===== config.mk =====
export PLATFORM = sky130hd
export DESIGN_NAME = act_pingpong_buffer
export DESIGN_NICKNAME = d
export VERILOG_FILES = /design/src/rtl/act_pingpong_buffer_pkg.sv /design/src/rtl/act_pingpong_buffer_bank.sv /design/src/rtl/act_pingpong_buffer.sv
export SDC_FILE = /design/constraint.sdc
export NUM_CORES = 2
export LEC_CHECK = 0
export BUFFER_PORTS_ARGS = -buffer_cell sky130_fd_sc_hd__buf_2
export CAP_MARGIN = 20
export CORE_MARGIN = 1
export CORE_UTILIZATION = 45
export DETAILED_ROUTE_END_ITERATION = 6
export HOLD_SLACK_MARGIN = 0.06
export SLEW_MARGIN = 20
export SYNTH_ARGS = -nofsm -noshare
export SYNTH_HDL_FRONTEND = slang
export SYNTH_SLANG_ARGS = --single-unit

===== constraint.sdc =====
create_clock -name CLK -period 58 [get_ports CLK]
set_clock_uncertainty 0.15 [all_clocks]
set_input_delay 8.7 -clock CLK [delete_from_list [all_inputs] [get_ports CLK]]
set_output_delay 8.7 -clock CLK [all_outputs]
set_load 0.01 [all_outputs]

===== src/rtl/act_pingpong_buffer_pkg.sv =====
// Shared defaults and bank-state encoding for the double-buffered activation gatherer.
package act_pingpong_buffer_pkg;
    localparam int ACT_DATA_W = 32;
    localparam int ACT_WORDS  = 9;
    localparam int ACT_IDX_W  = 8;

    typedef enum logic [1:0] {
        BANK_FILL = 2'd0,
        BANK_FULL = 2'd1,
        BANK_OUT  = 2'd2
    } bank_state_e;
endpackage


===== src/rtl/act_pingpong_buffer_bank.sv =====
// One activation bank: WORDS data registers plus a written mask; exposes the
// post-write vector and full flag so the top can swap on the completing write.
module act_bank
    import act_pingpong_buffer_pkg::*;
#(
    parameter int DATA_W = ACT_DATA_W,
    parameter int WORDS  = ACT_WORDS,
    parameter int IDX_W  = ACT_IDX_W
) (
    input  logic                    clk,
    input  logic                    rst,
    input  logic                    flush,
    input  logic                    mask_clr,
    input  logic                    wr,
    input  logic [IDX_W-1:0]        idx,
    input  logic [DATA_W-1:0]       wdat,
    output logic [DATA_W*WORDS-1:0] vec_next,
    output logic                    full,
    output logic                    full_next
);
    logic [DATA_W-1:0] data_q [WORDS];
    logic [DATA_W-1:0] data_d [WORDS];
    logic [WORDS-1:0]  mask_q;
    logic [WORDS-1:0]  hit;

    // Word 0 lands in the most significant slice of the vector.
    always_comb begin
        vec_next = '0;
        hit      = '0;
        data_d   = data_q;
        for (int k = 0; k < WORDS; k++) begin
            hit[k]    = wr && (int'(idx) == k);
            data_d[k] = hit[k] ? wdat : data_q[k];
            vec_next[DATA_W*(WORDS-k)-1 -: DATA_W] = data_d[k];
        end
    end

    assign full      = &mask_q;
    assign full_next = &(mask_q | hit);

    always_ff @(posedge clk or posedge rst) begin
        if (rst) begin
            data_q <= '{default: '0};
            mask_q <= '0;
        end else if (flush) begin
            data_q <= '{default: '0};
            mask_q <= '0;
        end else begin
            data_q <= data_d;
            mask_q <= mask_clr ? '0 : (mask_q | hit);
        end
    end
endmodule


===== src/rtl/act_pingpong_buffer.sv =====
// Ping-pong activation buffer: bus fills one bank while the other is presented on o_data.
// Vector valid one edge after its last word; write side stalls only when both banks are busy.
module act_pingpong_buffer
    import act_pingpong_buffer_pkg::*;
#(
    parameter int DATA_W = ACT_DATA_W,
    parameter int WORDS  = ACT_WORDS,
    parameter int IDX_W  = ACT_IDX_W
) (
    input  logic                    CLK,
    input  logic                    RST,
    input  logic                    i_clear,
    input  logic                    i_wr_en,
    input  logic                    i_wr_auto,
    input  logic [IDX_W-1:0]        i_wr_idx,
    input  logic [DATA_W-1:0]       i_data,
    output logic                    o_wr_ready,
    output logic                    o_out_valid,
    input  logic                    i_out_ready,
    output logic [DATA_W*WORDS-1:0] o_data,
    output logic                    o_idx_err
);
    logic                    fill_sel;
    logic [IDX_W-1:0]        wr_ptr;
    logic [IDX_W-1:0]        wr_idx;
    logic                    idx_ok;
    logic                    accept;
    logic                    consume;
    logic                    swap;
    logic [1:0]              bank_wr;
    logic [1:0]              bank_clr;
    logic [1:0]              full;
    logic [1:0]              full_next;
    logic [DATA_W*WORDS-1:0] vec_next [2];
    bank_state_e             state [2];

    assign wr_idx  = i_wr_auto ? wr_ptr : i_wr_idx;
    assign idx_ok  = int'(wr_idx) < WORDS;
    assign accept  = i_wr_en && o_wr_ready;
    assign consume = o_out_valid && i_out_ready;

    // The non-fill bank is OUT exactly while its copy sits valid in the output register.
    always_comb begin
        state[0] = BANK_FILL;
        state[1] = BANK_FILL;
        for (int b = 0; b < 2; b++) begin
            if (b != int'(fill_sel))
                state[b] = o_out_valid ? BANK_OUT : BANK_FILL;
            else
                state[b] = full[b] ? BANK_FULL : BANK_FILL;
        end
    end

    assign o_wr_ready = !(state[fill_sel] == BANK_FULL && state[~fill_sel] == BANK_OUT);

    // Swap is decided on the post-write mask so the completing word is not delayed a cycle.
    assign swap = !i_clear && full_next[fill_sel] &&
                  (state[~fill_sel] != BANK_OUT || consume);

    always_comb begin
        bank_wr             = '0;
        bank_clr            = '0;
        bank_wr[fill_sel]   = accept && idx_ok && !i_clear;
        bank_clr[~fill_sel] = swap;
    end

    for (genvar b = 0; b < 2; b++) begin : g_bank
        act_bank #(
            .DATA_W (DATA_W),
            .WORDS  (WORDS),
            .IDX_W  (IDX_W)
        ) u_bank (
            .clk       (CLK),
            .rst       (RST),
            .flush     (i_clear),
            .mask_clr  (bank_clr[b]),
            .wr        (bank_wr[b]),
            .idx       (wr_idx),
            .wdat      (i_data),
            .vec_next  (vec_next[b]),
            .full      (full[b]),
            .full_next (full_next[b])
        );
    end

    always_ff @(posedge CLK or posedge RST) begin
        if (RST) begin
            fill_sel    <= 1'b0;
            wr_ptr      <= '0;
            o_out_valid <= 1'b0;
            o_data      <= '0;
            o_idx_err   <= 1'b0;
        end else if (i_clear) begin
            fill_sel    <= 1'b0;
            wr_ptr      <= '0;
            o_out_valid <= 1'b0;
            o_data      <= '0;
            o_idx_err   <= 1'b0;
        end else begin
            if (swap) begin
                o_data      <= vec_next[fill_sel];
                o_out_valid <= 1'b1;
                fill_sel    <= ~fill_sel;
            end else if (consume) begin
                o_out_valid <= 1'b0;
            end
            if (accept && !idx_ok)
                o_idx_err <= 1'b1;
            if (bank_wr[fill_sel] && full_next[fill_sel])
                wr_ptr <= '0;
            else if (bank_wr[fill_sel] && i_wr_auto)
                wr_ptr <= wr_ptr + IDX_W'(1);
        end
    end
endmodule


==> flow_metrics.py <==
metrics = {
    "logic_synthesis": {
        "synth_seq_cells": 893,
        "ys.flop_type": "dfrtp_1",
        "synthArstFlopShare": 1.00,
        "synth_top_area_frac": 0.538,
        "syn-cell-area_mm2": 0.0415,
        "synthAdderAreaFrac": 0.000301,
        "ys_seq_area_frac": 0.538,
        "ys_types": 58,
        "synth.most_common_cell": "dfrtp_1",
        "syn_inst": 4072,
        "synth_xor_area_frac": 0.000422,
        "synth_edf_count": 0,
        "syn_avg_cell_area_um2": 10.2,
        "yosysWarnings": 0,
        "yosysTopAreaCell": "dfrtp_1",
        "synth_top_family_by_area": "simple AND/OR/NAND/NOR gates",
        "synth-compound-area-share": 0.112,
        "yosys.area_share.simple": 0.181,
        "synthTopCellsByCount": "893 x dfrtp_1, 623 x nand2_1, 449 x mux2i_1",
        "synthTopCellsByArea": "dfrtp_1 54%, mux2i_1 11%, nand4b_1 6.1%",
        "synthMuxAreaShare": 0.126,
        "synth_nets": 4119,
    },
    "min_path": {
        "hold_start": "o_idx_err",
        "min_path_type": "register to register",
    },
    "power": {
        "power_frac_clock": 0.469,
        "p_int_mw": 0.978,
        "power_density_mw_per_mm2": 27.4,
        "leakagePower_nw": 23.2,
        "p_switching_mw": 0.299,
        "power_frac_seq": 0.489,
        "ir_drop_v": 0.0000204,
        "swShare": 0.234,
        "comb_power_share": 0.042,
    },
    "placed_design": {
        "dp_cells": 5205,
        "gp_congestion": 0.851,
        "dp_hpwl_mm": 69.3,
        "io_buffers": 336,
    },
    "cts": {
        "clock_path_buffers": 3,
        "root_buffer": "clkbuf_16",
        "h-tree-depth": 3,
        "cts_tree": "built",
        "ctsHoldBuffers": 0,
        "post_cts_buffers": 0,
        "insertion_delay_ns": 0.66,
        "cts.sinks": 893,
        "clk_pin_slew_ns": 0.06,
        "cts_resized": 0,
        "cts_buffers": 98,
    },
    "die": {
        "core_mm2": 0.0915,
        "die_w_um": 306,
        "initial_core_util": 0.454,
        "dieArea_mm2": 0.0935,
        "pin_count": 337,
        "rows": 111,
        "die_h_um": 306,
    },
    "cells_and_area": {
        "num_antenna_cells": 0,
        "multi_input_area_mm2": 0.0175,
        "fin_cells": 5373,
        "fin_nets": 4168,
        "seq_area_mm2": 0.0224,
        "fill_cells": 8413,
        "area_growth_pct": 12.3,
        "drive_above_1_share": 0.168,
    },
    "critical_path": {
        "r2r_setup_slack_ns": 52.77,
        "critPathRequiredTime_ns": 58.32,
        "reg2reg_from": "fill_sel",
        "cp-start-kind": "input port",
        "end_kind": "register",
        "critical_path_class": "input port to register",
        "crit_arrival_ns": 13.70,
        "startpoint": "i_wr_auto",
        "cp_max_fo": 196,
    },
    "outcome": {
        "outcome": "complete, no violations",
    },
    "sta": {
        "relSlewSlack": 0.0836,
        "max_freq_ghz": 0.0748,
        "hold_viol_final": 0,
        "slew_viol_final": 0,
        "finalSetupTns_ns": 0,
        "finalCriticalPeriod_ns": 13.38,
        "finalSetupViolCount": 0,
        "min_period_over_period": 0.231,
        "rsz0062_at_grt": "false",
        "tightestPinTransition_ns": 1.37,
    },
    "route": {
        "drt_iter0_drc": 3269,
        "firstDrtPassIters": 5,
        "via_per_inst": 5.89,
        "wire_per_inst_um": 23.8,
        "route.detailed.drc": 0,
        "routed-via-count": 31622,
        "final_antenna_net_count": 0,
        "wirelength_mm": 128,
    },
    "grt": {
        "grt_use_met2": 0.403,
        "busiest_layer": "met2",
        "antenna_found_initial": 3,
        "grt-ovfl-total": 0,
        "grt_util_met1": 0.394,
        "grt_pass1_vias": 30057,
        "use_met3": 0.0440,
        "grt_max_degree": 238,
        "groute.usage.overall": 0.270,
        "grt_pass1_wl_mm": 194,
    },
    "flow_run": {
        "maxCapViolations": 0,
    },
}
## per-stage QoR
step	power, mW	setup slack [ns]	hold WS [ns]	cell area, um^2	utilization
floorplan	0.671	24.05	0.327	41500	-
global placement	0.690	44.60	0.334	43500	0.476
detailed placement	0.690	44.52	0.340	43500	0.476
CTS	1.29	45.21	0.354	46600	0.509
global route	1.32	44.70	0.378	46600	0.509
finish	1.28	44.62	0.353	46600	0.509
## per-layer routing
| metal | wire length [um] | vias up |
|---|---|---|
| met5 | 13 | - |
| met4 | 4260 | 2 |
| met3 | 7980 | 177 |
| met2 | 57900 | 938 |
| met1 | 57500 | 16163 |
| li1 | - | 14342 |
## area by class of cell
type / count / area share
clock buffers: 142 / 0.0616
clock inverters: 24 / 0.00341
inverters: 10 / 0.00113
multi-input cells: 2728 / 0.375
flip-flops and latches: 893 / 0.479
well taps: 1186 / 0.0318
repair buffers: 390 / 0.0477
## logic make-up after synthesis
family	count (synthesis)
DFF	893
adders and majority gates	1
muxes	513
and+or+nand+nor	1501
xor gates and xnor gates	2
AOI/OAI and AO/OA	711
buffers and inverters	451
## critical path, cell delays in order
cell       delay, ns
buf_2           0.24
nor3_1          0.52
a22oi_1         0.40
nor4_2          0.94
nand2_1         0.14
a2111oi_2       0.70
nand3_4         0.56
buf_12          0.45
nand4b_1        0.41
o21ai_0         0.15
## power groups by stage
stage / registers [mW] / clock network [mW] / logic (mW)
6_report: 0.625 / 0.599 / 0.0539
2_1_floorplan: 0.637 / 0 / 0.0337
3_5_place_dp: 0.636 / 0 / 0.0542
5_1_grt: 0.624 / 0.636 / 0.0584
3_3_place_gp: 0.636 / 0 / 0.0542
4_1_cts: 0.625 / 0.612 / 0.0542
## flip-flops by register name, indices dropped and copies added (netlist names)
signal and flops:
g_bank.u_bank.data_q 576, o_data 288, g_bank.u_bank.mask_q 18, wr_ptr 8
fill_sel 1, o_idx_err 1, o_out_valid 1
## layout by cell type (no fill, tap or decap), types with 45 or more instances in the layout
cell and instances:
clkbuf_16 101, mux2_2 64, mux2i_1 449, a21oi_1 267
o21ai_0 132, and2_1 70, nor2_1 429, buf_4 45
buf_2 335, nand2_1 621, o31ai_1 86, dfrtp_1 892
o211ai_1 65, nand4b_1 290
## worst paths after layout
kind / depth (start not counted) / end
max reg2reg: 10 / o_data[217]
max: 10 / o_data[78]
min in group asynchronous: 2 / o_data[196]
min: 2 / o_idx_err
min reg2reg: 2 / o_idx_err
max in group asynchronous: 6 / g_bank[0].u_bank.data_q[158]
Power figures use the tool's default switching activity.
